--- src/rtl/syscall_unit.sv ---
// SYSCALL service engine: print int/char, exit, and (with SYSCALL_PRINT_STR_EN) print string.
// Stalls the pipeline, streams ASCII bytes over valid/ready, and pulses done on completion.
module syscall_unit (
  input  logic        clk,
  input  logic        reset,
  input  logic        syscall_req,
  input  logic [31:0] v0,
  input  logic [31:0] a0,
  output logic        stall,
  output logic        done,
  output logic        halt,
  output logic        bad_call,
  output logic        out_valid,
  input  logic        out_ready,
  output logic [7:0]  out_data,
  output logic        mem_rd,
  output logic [31:0] mem_addr,
  input  logic        mem_ack,
  input  logic [7:0]  mem_rdata
);

  typedef enum logic [3:0] {
    StIdle, StConv, StSign, StDigit, StChar, StStrRd, StStrOut, StDone, StHalt
  } state_e;

  state_e      state_q, state_d;
  logic [31:0] bin_q, bin_d;
  logic [39:0] bcd_q, bcd_d;
  logic [5:0]  cnt_q, cnt_d;
  logic        ov_q, ov_d;
  logic [7:0]  od_q, od_d;
  logic        bad_q, bad_d;
  logic        hs;

  logic [39:0] bcd_adj, bcd_shift, bcd_norm;
  logic [3:0]  lead, sig;
  logic        found;

  // One double-dabble step, plus left-justification of the final result so the
  // most significant nonzero digit sits in the top nibble.
  always_comb begin
    bcd_adj = bcd_q;
    for (int i = 0; i < 10; i++) begin
      if (bcd_q[4*i +: 4] >= 4'd5) bcd_adj[4*i +: 4] = bcd_q[4*i +: 4] + 4'd3;
    end
    bcd_shift = {bcd_adj[38:0], bin_q[31]};
    lead  = 4'd0;
    found = 1'b0;
    for (int i = 9; i >= 0; i--) begin
      if (!found) begin
        if (bcd_shift[4*i +: 4] != 4'd0) found = 1'b1;
        else lead = lead + 4'd1;
      end
    end
    if (lead == 4'd10) lead = 4'd9;
    sig      = 4'd10 - lead;
    bcd_norm = bcd_shift << {lead, 2'b00};
  end

`ifdef SYSCALL_PRINT_STR_EN
  logic [31:0] ptr_q, ptr_d;
`else
  logic unused_mem;
  assign unused_mem = ^{mem_ack, mem_rdata};
`endif

  assign hs = ov_q && out_ready;

  always_comb begin
    state_d = state_q;
    bin_d   = bin_q;
    bcd_d   = bcd_q;
    cnt_d   = cnt_q;
    ov_d    = ov_q;
    od_d    = od_q;
    bad_d   = bad_q;
`ifdef SYSCALL_PRINT_STR_EN
    ptr_d   = ptr_q;
`endif
    case (state_q)
      StIdle: begin
        if (syscall_req) begin
          bad_d = 1'b0;
          case (v0)
            32'd1: begin
              bin_d = a0[31] ? (~a0 + 32'd1) : a0;
              bcd_d = 40'd0;
              cnt_d = 6'd0;
              if (a0[31]) begin
                state_d = StSign;
                ov_d    = 1'b1;
                od_d    = 8'h2d;
              end else begin
                state_d = StConv;
              end
            end
            32'd11: begin
              state_d = StChar;
              ov_d    = 1'b1;
              od_d    = a0[7:0];
            end
            32'd10: state_d = StHalt;
`ifdef SYSCALL_PRINT_STR_EN
            32'd4: begin
              state_d = StStrRd;
              ptr_d   = a0;
            end
`endif
            default: begin
              state_d = StDone;
              bad_d   = 1'b1;
            end
          endcase
        end
      end
      StSign: begin
        if (hs) begin
          ov_d    = 1'b0;
          state_d = StConv;
        end
      end
      StConv: begin
        bin_d = {bin_q[30:0], 1'b0};
        bcd_d = bcd_shift;
        cnt_d = cnt_q + 6'd1;
        if (cnt_q == 6'd31) begin
          bcd_d   = bcd_norm;
          cnt_d   = {2'b00, sig};
          state_d = StDigit;
          ov_d    = 1'b1;
          od_d    = 8'h30 + {4'h0, bcd_norm[39:36]};
        end
      end
      StDigit: begin
        if (hs) begin
          if (cnt_q == 6'd1) begin
            ov_d    = 1'b0;
            state_d = StDone;
          end else begin
            bcd_d = {bcd_q[35:0], 4'h0};
            cnt_d = cnt_q - 6'd1;
            od_d  = 8'h30 + {4'h0, bcd_q[35:32]};
          end
        end
      end
      StChar: begin
        if (hs) begin
          ov_d    = 1'b0;
          state_d = StDone;
        end
      end
`ifdef SYSCALL_PRINT_STR_EN
      StStrRd: begin
        if (mem_ack) begin
          if (mem_rdata == 8'h00) begin
            state_d = StDone;
          end else begin
            state_d = StStrOut;
            ov_d    = 1'b1;
            od_d    = mem_rdata;
            ptr_d   = ptr_q + 32'd1;
          end
        end
      end
      StStrOut: begin
        if (hs) begin
          ov_d    = 1'b0;
          state_d = StStrRd;
        end
      end
`endif
      StDone:  state_d = StIdle;
      StHalt:  state_d = StHalt;
      default: state_d = StIdle;
    endcase
  end

  always_ff @(posedge clk) begin
    if (reset) begin
      state_q <= StIdle;
      bin_q   <= 32'd0;
      bcd_q   <= 40'd0;
      cnt_q   <= 6'd0;
      ov_q    <= 1'b0;
      od_q    <= 8'd0;
      bad_q   <= 1'b0;
`ifdef SYSCALL_PRINT_STR_EN
      ptr_q   <= 32'd0;
`endif
    end else begin
      state_q <= state_d;
      bin_q   <= bin_d;
      bcd_q   <= bcd_d;
      cnt_q   <= cnt_d;
      ov_q    <= ov_d;
      od_q    <= od_d;
      bad_q   <= bad_d;
`ifdef SYSCALL_PRINT_STR_EN
      ptr_q   <= ptr_d;
`endif
    end
  end

  // Freeze the pipeline in the request cycle itself, and release it during DONE.
  assign stall     = (state_q != StIdle && state_q != StDone) ||
                     (state_q == StIdle && syscall_req);
  assign done      = (state_q == StDone);
  assign bad_call  = (state_q == StDone) && bad_q;
  assign halt      = (state_q == StHalt);
  assign out_valid = ov_q;
  assign out_data  = od_q;
`ifdef SYSCALL_PRINT_STR_EN
  assign mem_rd    = (state_q == StStrRd);
  assign mem_addr  = (state_q == StStrRd) ? ptr_q : 32'd0;
`else
  assign mem_rd    = 1'b0;
  assign mem_addr  = 32'd0;
`endif

endmodule

--- config.mk ---
export PLATFORM = sky130hd
export DESIGN_NAME = syscall_unit
export DESIGN_NICKNAME = d
export VERILOG_FILES = /design/src/rtl/syscall_unit.sv
export SDC_FILE = /design/constraint.sdc
export NUM_CORES = 1
export LEC_CHECK = 0
export ABC_AREA = 1
export CAP_MARGIN = 20
export CORE_ASPECT_RATIO = 1.4
export CORE_MARGIN = 3
export CORE_UTILIZATION = 51
export CTS_CLUSTER_SIZE = 16
export DETAILED_ROUTE_END_ITERATION = 8
export PLACE_DENSITY = 0.78
export RECOVER_POWER = 50
export SLEW_MARGIN = 10
export SYNTH_ARGS = -nofsm -noshare
export SYNTH_HDL_FRONTEND = slang
export SYNTH_SLANG_ARGS = --single-unit
--- constraint.sdc ---
create_clock -name clk -period 5.8 [get_ports clk]
set_input_delay 1.74 -clock clk [delete_from_list [all_inputs] [get_ports clk]]
set_output_delay 1.74 -clock clk [all_outputs]
set_load 0.02 [all_outputs]
**Word level (Yosys, flattened, before mapping)**

Cells that the tools add are included.

- Input bits: 77
- Register bits: 92
- Output and inout port bits: 46

- Reduce and logical (&&, ||, !) cells: 28
- Eq/ne operators: 24
- Shifts and indexed selects: 1
- Multiplexer cells: 88
- Bitwise gates (word level): 1
- $add $sub $neg: 25
- $lt $le $gt $ge: 10

Operator list:

| cell | number |
|---|---|
| 40-bit two-way mux | 5 |
| 4-bit two-way mux | 34 |
| 40-bit one-hot mux with 3 select lines | 1 |
| 32-bit two-way mux | 3 |
| 32-bit by 4-bit equality test with 1-bit output, second input constant | 2 |
| 32-bit one-hot mux with 2 select lines | 1 |
| 4-bit nonzero test | 12 |
| 4-bit by 3-bit >= comparator with 1-bit output, second input constant | 10 |
| 8-bit two-way mux | 5 |
| 40-bit by 6-bit left shift with 40-bit output | 1 |
| 4-bit by 1-bit adder with 4-bit output, second input constant | 9 |
| 4-bit by 2-bit adder with 4-bit output, second input constant | 9 |
| 32-bit by 1-bit adder with 32-bit output, second input constant | 1 |
| 32-bit by 1-bit equality test with 1-bit output, second input constant | 1 |
| 32-bit NOT | 1 |
| 6-bit two-way mux | 5 |
| 1-bit two-way mux | 25 |
| 4-bit one-hot mux with 6 select lines | 1 |
| 8-bit one-hot mux with 3 select lines | 1 |
| 6-bit one-hot mux with 3 select lines | 1 |
| 8-bit one-hot mux with 2 select lines | 1 |
| 6-bit by 4-bit adder with 7-bit output, first input constant | 2 |
| 2-bit inequality test, second input constant | 7 |
| 4-bit one-hot mux with 3 select lines | 1 |
| other kinds (31) | 38 |

**Longest topological paths before layout**

- Depth after elaboration: 37
- Gate-level depth with buffers: 55
- Mapped depth without buffers: 53

**Least setup slack after synthesis**

OpenSTA, ideal clock, no wires.

- Path type: register -> register
- Start: reg bcd_q[32]
- End: reg bcd_q[25]
- Arrival time: 6033 ps
- Path buffers: 2
- Period minus slack after synthesis: 6158 ps
- Slack: -358 ps
- Library setup time: 124 ps
- Cell stages (with the launch flop): 55
- Required time: 5676 ps
- Cell sequence: dfxtp_1 -> inv_1 -> ha_1 -> inv_1 -> nand2_2 -> nand3_1 -> nand2_1 -> nand2_1 -> nand2_1 -> nor2_1 -> inv_1 -> o21a_1 -> ha_1 -> inv_1 -> nand2_1 -> nand2_1 -> inv_1 -> ha_1 -> [19 not listed] -> nand2_1 -> ha_1 -> nand2_1 -> nand2_1 -> ha_1 -> inv_1 -> a21oi_2 -> nand2_4 -> nand2_4 -> buf_8 -> buf_6 -> nand2_1 -> nand2_1 -> nand2_1 -> o21ai_0 -> inv_1 -> o21ai_1 -> a21oi_1

- Longest elaborated chain between the ends: 36

RTL lines:

| element | line | RTL |
|---|---|---|
| from (decl) | 28 | `logic [39:0] bcd_q, bcd_d;` |
| from (signal assigned) | 182 | `bcd_q <= 40'd0;` |
| from (signal assigned) | 193 | `bcd_q <= bcd_d;` |
| 4-bit by 2-bit adder with 4-bit output or 4-bit by 3-bit >= comparator with 1-bit output (tied branches) | 44 | `if (bcd_q[4*i +: 4] >= 4'd5) bcd_adj[4*i +: 4] = bcd_q[4*i +: 4] + 4'd3;` |
| 4-bit two-way mux (*) | 44 |  |
| 4-bit nonzero test | 51 | `if (bcd_shift[4*i +: 4] != 4'd0) found = 1'b1;` |
| 1-bit two-way mux | 51 |  |
| 4-bit by 1-bit adder with 4-bit output | 52 | `else lead = lead + 4'd1;` |
| 4-bit two-way mux | 51 |  |
| 4-bit two-way mux | 50 | `if (!found) begin` |
| 4-bit by 1-bit adder with 4-bit output | 52 |  |
| [20 not listed] | n/a |  |
| 4-bit by 1-bit adder with 4-bit output | 52 |  |
| 4-bit two-way mux | 51 |  |
| 4-bit two-way mux | 50 |  |
| 4-bit equality test | 55 | `if (lead == 4'd10) lead = 4'd9;` |
| 4-bit two-way mux | 55 |  |
| 40-bit by 6-bit left shift with 40-bit output (*) | 57 | `bcd_norm = bcd_shift << {lead, 2'b00};` |
| 40-bit two-way mux (*) | 126 | `if (cnt_q == 6'd31) begin` |
| 40-bit one-hot mux with 3 select lines (*) | 80 | `case (state_q)` |

Every way passes the cells marked *; elsewhere a longest branch is shown, timed or not.
A chain may end at the register's enable or synchronous reset.

**Final worst setup path**

- Start: reg bcd_q[32]
- End: reg od_q[0] (netlist: out_data[0])

- Longest elaborated chain between the ends: 37

RTL lines:

| element | line | RTL |
|---|---|---|
| 4-bit by 2-bit adder with 4-bit output or 4-bit by 3-bit >= comparator with 1-bit output (tied branches) | 44 |  |
| 4-bit two-way mux | 44 |  |
| 4-bit nonzero test | 51 |  |
| 1-bit two-way mux | 51 |  |
| 4-bit by 1-bit adder with 4-bit output | 52 |  |
| 4-bit two-way mux | 51 |  |
| 4-bit two-way mux | 50 |  |
| 4-bit by 1-bit adder with 4-bit output | 52 |  |
| [21 not listed] | n/a |  |
| 4-bit two-way mux | 51 |  |
| 4-bit two-way mux | 50 |  |
| 4-bit equality test | 55 |  |
| 4-bit two-way mux | 55 |  |
| 40-bit by 6-bit left shift with 40-bit output | 57 |  |
| 6-bit by 4-bit adder with 7-bit output | 131 | `od_d = 8'h30 + {4'h0, bcd_norm[39:36]};` |
| 8-bit two-way mux | 126 |  |
| 8-bit one-hot mux with 3 select lines (*) | 80 |  |
| to (signal assigned) | 185 | `od_q <= 8'd0;` |
| to (signal assigned) | 196 | `od_q <= od_d;` |
| to (decl) | 31 | `logic [7:0] od_q, od_d;` |

Every way passes the cells marked *; elsewhere a longest branch is shown, timed or not. The select of a mux whose other input is x is not followed.

==> impl_results.rst <==
.. list-table::
   :header-rows: 1

   * - Metric
     - Value
   * - Result of the run
     - finished, violations left
   * - Violations in the final reports
     - negative setup slack
   * - Post-route worst setup slack
     - -0.415 ns
   * - First-pass iteration count of the detailed router
     - 7
   * - Overall routing resource usage
     - 30.2%
   * - Post-synthesis sequential element count
     - 92
   * - Vias after detailed routing
     - 10800
   * - F_max
     - 0.161 GHz
   * - Clk root buf
     - clkbuf_16
   * - Slew at the pin with the worst max-slew slack
     - 0.832 ns
   * - Max-Slew Margin vs Limit
     - 44.5%
   * - Cell area after layout
     - 12000 um2
   * - Remaining design rule violation count
     - 0
   * - Setup repair after global routing missed its margin
     - yes
   * - Buf+Inv Stages, Crit Path
     - 14
   * - Kind of cell adding the most delay to the critical path
     - adder cells
   * - Cell Area, Synth
     - 8810 um2
   * - Wire length reported by the detailed router
     - 30.3 mm
   * - Slowest stage cell on the critical path
     - dfxtp_4
   * - Type of the worst setup path
     - reg2reg
   * - Per-cell via count in the routed design
     - 5.76
   * - Data required time at the worst endpoint
     - 6.08 ns
   * - Final period utilization
     - 107%
   * - Vias in the first global route
     - 10100
   * - Congestion Overflow GR
     - 0
   * - Minimum clock period after layout
     - 6.22 ns
   * - Count of hold-fix buffers inserted at cts
     - 0
   * - Number of cells produced by synthesis
     - 1475
   * - Largest net degree at the start of global routing
     - 53
   * - Wire length of the first global-routing pass
     - 46.6 mm
   * - Minimum hold slack
     - 0.465 ns
   * - Total die area
     - 18900 um2
   * - Cell Area, Placed
     - 10300 um2
   * - Setup-failing EPs final
     - 45
   * - Total number of yosys warnings
     - 0
   * - Final weighted congestion of routability-driven global placement
     - 0.975
   * - ANT nets after route
     - 0
   * - Top cell by count, worst path
     - nand2_2
   * - Share of synthesized registers carrying an async set or reset
     - 0%
   * - Predominant post-synthesis flop cell
     - dfxtp_1
   * - Clock buffer depth
     - 2
   * - Met3 routed wirelength
     - 1.72 mm
   * - Data arrival time at the worst-slack endpoint
     - 6.50 ns
   * - Detail Route met2 WL
     - 16.1 mm
   * - Count of cell types in the netlist
     - 52
   * - Clock transition at the register clock pins on the worst setup and hold paths after CTS
     - 0.07 ns
   * - Met1 Wirelength
     - 10.8 mm
   * - Seq/Total Area, Yosys
     - 20.9%
   * - Wire length per cell after detailed routing
     - 16.2 um
   * - Number of buffers inserted during clock tree synthesis
     - 9
   * - Layout Skew
     - 0.00627 ns
   * - Final hold violations
     - 0
   * - Post-detail-place hpwl
     - 21.6 mm
   * - Area growth from synthesis to final layout
     - 35.8%
   * - Endpoint class of the critical path
     - register
   * - Starting density of the core
     - 52.2%
   * - Deepest level of the CTS H-tree
     - 3
   * - Highest routing layer actually used
     - met4
   * - DRT iter0 DRCs
     - 674
   * - Worst Setup Start Kind
     - register
   * - Post-layout nets
     - 1748
   * - Inserted Diodes
     - 0
   * - Die X
     - 117 um
   * - Share of final-layout standard cells stronger than drive strength 1
     - 25.1%
   * - CTS tree
     - done
   * - Total clock sinks
     - 92
   * - Row Count
     - 56
   * - Final TNS setup
     - -13.64 ns
   * - Number of max-cap violations
     - 0
   * - Number of buffers inserted by port buffering
     - 80
   * - Number of enable-type register cells in the synthesized netlist
     - 0
   * - Hold crit path type
     - reg2reg
   * - Number of pins with negative max-slew slack in the final report
     - 0
   * - Floorplan die height
     - 162 um
   * - Core Footprint
     - 16900 um2
   * - Synth Area per Inst
     - 5.97 um2
   * - Num ports
     - 123
   * - Number of antenna violations at the first check in global routing
     - 0
   * - Worst-skew pair later-pin latency
     - 0.35 ns
   * - CP max FO
     - 5
   * - Worst setup slack before clock tree synthesis
     - -0.696 ns
   * - Maximum cell stage delay along the critical path
     - 0.38 ns
worst min-delay path, delay by kind of cell, from the launching register on:
family,cells,cell delay (ns)
flip-flops,1,0.31
AO/OA/AOI/OAI,1,0.05
AND/OR/NAND/NOR,1,0.06
cell usage in the layout (no fill, tap or decap), types with 8 or more instances in the layout:
cell type | synthesis | routed
nor2_1 | 122 | 104
dfxtp_1 | 92 | 86
o221ai_1 | 10 | 10
nand3_1 | 130 | 95
clkbuf_16 | 0 | 10
a21oi_1 | 130 | 105
o21ai_1 | 16 | 11
ha_1 | 33 | 23
nor2_2 | 3 | 9
nor4_1 | 15 | 15
nand2_4 | 4 | 11
buf_4 | 36 | 110
o21ai_0 | 122 | 105
buf_6 | 4 | 17
xnor2_1 | 8 | 8
clkdlybuf4s50_1 | 0 | 71
conb_1 | 1 | 33
nor3_1 | 30 | 29
nand2_2 | 11 | 68
xor2_1 | 20 | 20
nand4_1 | 20 | 20
inv_2 | 10 | 23
nand3_2 | 2 | 32
a221oi_1 | 22 | 22
ha_4 | 0 | 8
o21ai_2 | 1 | 16
nand2_1 | 326 | 261
dlygate4sd3_1 | 0 | 9
inv_1 | 171 | 151
nor2_4 | 4 | 16
o211ai_1 | 11 | 11
a21oi_2 | 2 | 27
timing repair:
item                       in CTS  in global routing
gates cloned                    4                  1
setup buffers                  15                 16
hold endpoints to repair        0                  0
setup endpoints to repair      47                 48
resized for setup             136                146
pin swaps                      34                 64
cells in the mapped netlist (5+ instances only):
| cell | instances | area (um2) |
|---|---|---|
| o21ai_1 | 16 | 80.1 |
| a211oi_1 | 5 | 37.5 |
| nor3_1 | 30 | 150 |
| o22ai_1 | 5 | 31.3 |
| o221ai_1 | 10 | 87.6 |
| buf_4 | 36 | 270 |
| dfxtp_1 | 92 | 1840 |
| a31oi_1 | 6 | 37.5 |
| nor4_1 | 15 | 93.8 |
| nor2_1 | 122 | 458 |
| xor2_1 | 20 | 175 |
| a221oi_1 | 22 | 193 |
| nand2_2 | 11 | 68.8 |
| inv_1 | 171 | 642 |
| buf_2 | 7 | 35.0 |
| inv_2 | 10 | 37.5 |
| ha_1 | 33 | 413 |
| a21oi_1 | 130 | 651 |
| o31ai_1 | 8 | 60.1 |
| nand3_1 | 130 | 651 |
| xnor2_1 | 8 | 70.1 |
| o21ai_0 | 122 | 611 |
| or2_2 | 7 | 43.8 |
| o211ai_1 | 11 | 82.6 |
| clkbuf_1 | 49 | 184 |
| and2_1 | 6 | 37.5 |
| o21a_1 | 7 | 52.6 |
| nand4_1 | 20 | 125 |
| nand2_1 | 326 | 1220 |
cell families after synthesis:
logic type	Yosys count	synth area share (%)
buffers and inverters	283	14.3
AND/OR/NAND/NOR	686	34.4
AO/OA/AOI/OAI	352	22.8
other	1	0.0426
XOR/XNOR	28	2.78
flip-flops	92	20.9
adder cells (fa/ha/maj)	33	4.69
stage by stage:
stage | cells | util (%)
3_3_place_gp | 1826 | 61.3
3_5_place_dp | 1826 | 61.3
4_1_cts | 1860 | 66.9
2_1_floorplan | 1507 | -
5_1_grt | 1875 | 70.9
6_report | 1875 | 70.9
flip-flops by register name, indices dropped and copies added (netlist names):
| signal | cells |
|---|---|
| state_q | 4 |
| cnt_q | 6 |
| bcd_q | 40 |
| out_data | 8 |
| bad_q | 1 |
| out_valid | 1 |
| bin_q | 32 |
layer usage:
metal  track usage [%]  up-vias
li1                  -     5218
met1              32.0     5010
met2              56.2      443
met3              3.60      122
met4              16.7        0
met5                 0        -
layout make-up:
cell class                      instances  area (um2)
Clock buffer                            9         225
Clock inverter                          7        96.3
Fill cell                            1414        4920
Inverter                              184         714
Multi-Input combinational cell       1133        6770
Sequential cell                        92        1850
Tap cell                              232         290
Timing Repair Buffer                  217        2010
Timing Repair inverter                  1        7.51
final timing paths:
check | from | endpoint | slack [ns] | cells past startpoint
max reg2reg | bcd_q[32]$_SDFFE_PP0P_ | out_data[0]$_SDFFE_PP0P_ | -0.42 | 54
max | bcd_q[32]$_SDFFE_PP0P_ | out_data[0]$_SDFFE_PP0P_ | -0.42 | 54
min reg2reg | bin_q[28]$_SDFFE_PP0P_ | bin_q[28]$_SDFFE_PP0P_ | 0.46 | 2
min | bin_q[28]$_SDFFE_PP0P_ | bin_q[28]$_SDFFE_PP0P_ | 0.46 | 2
Power is not shown: default switching activity piles up to over one toggle a cycle in this logic, so the estimate is an artifact.
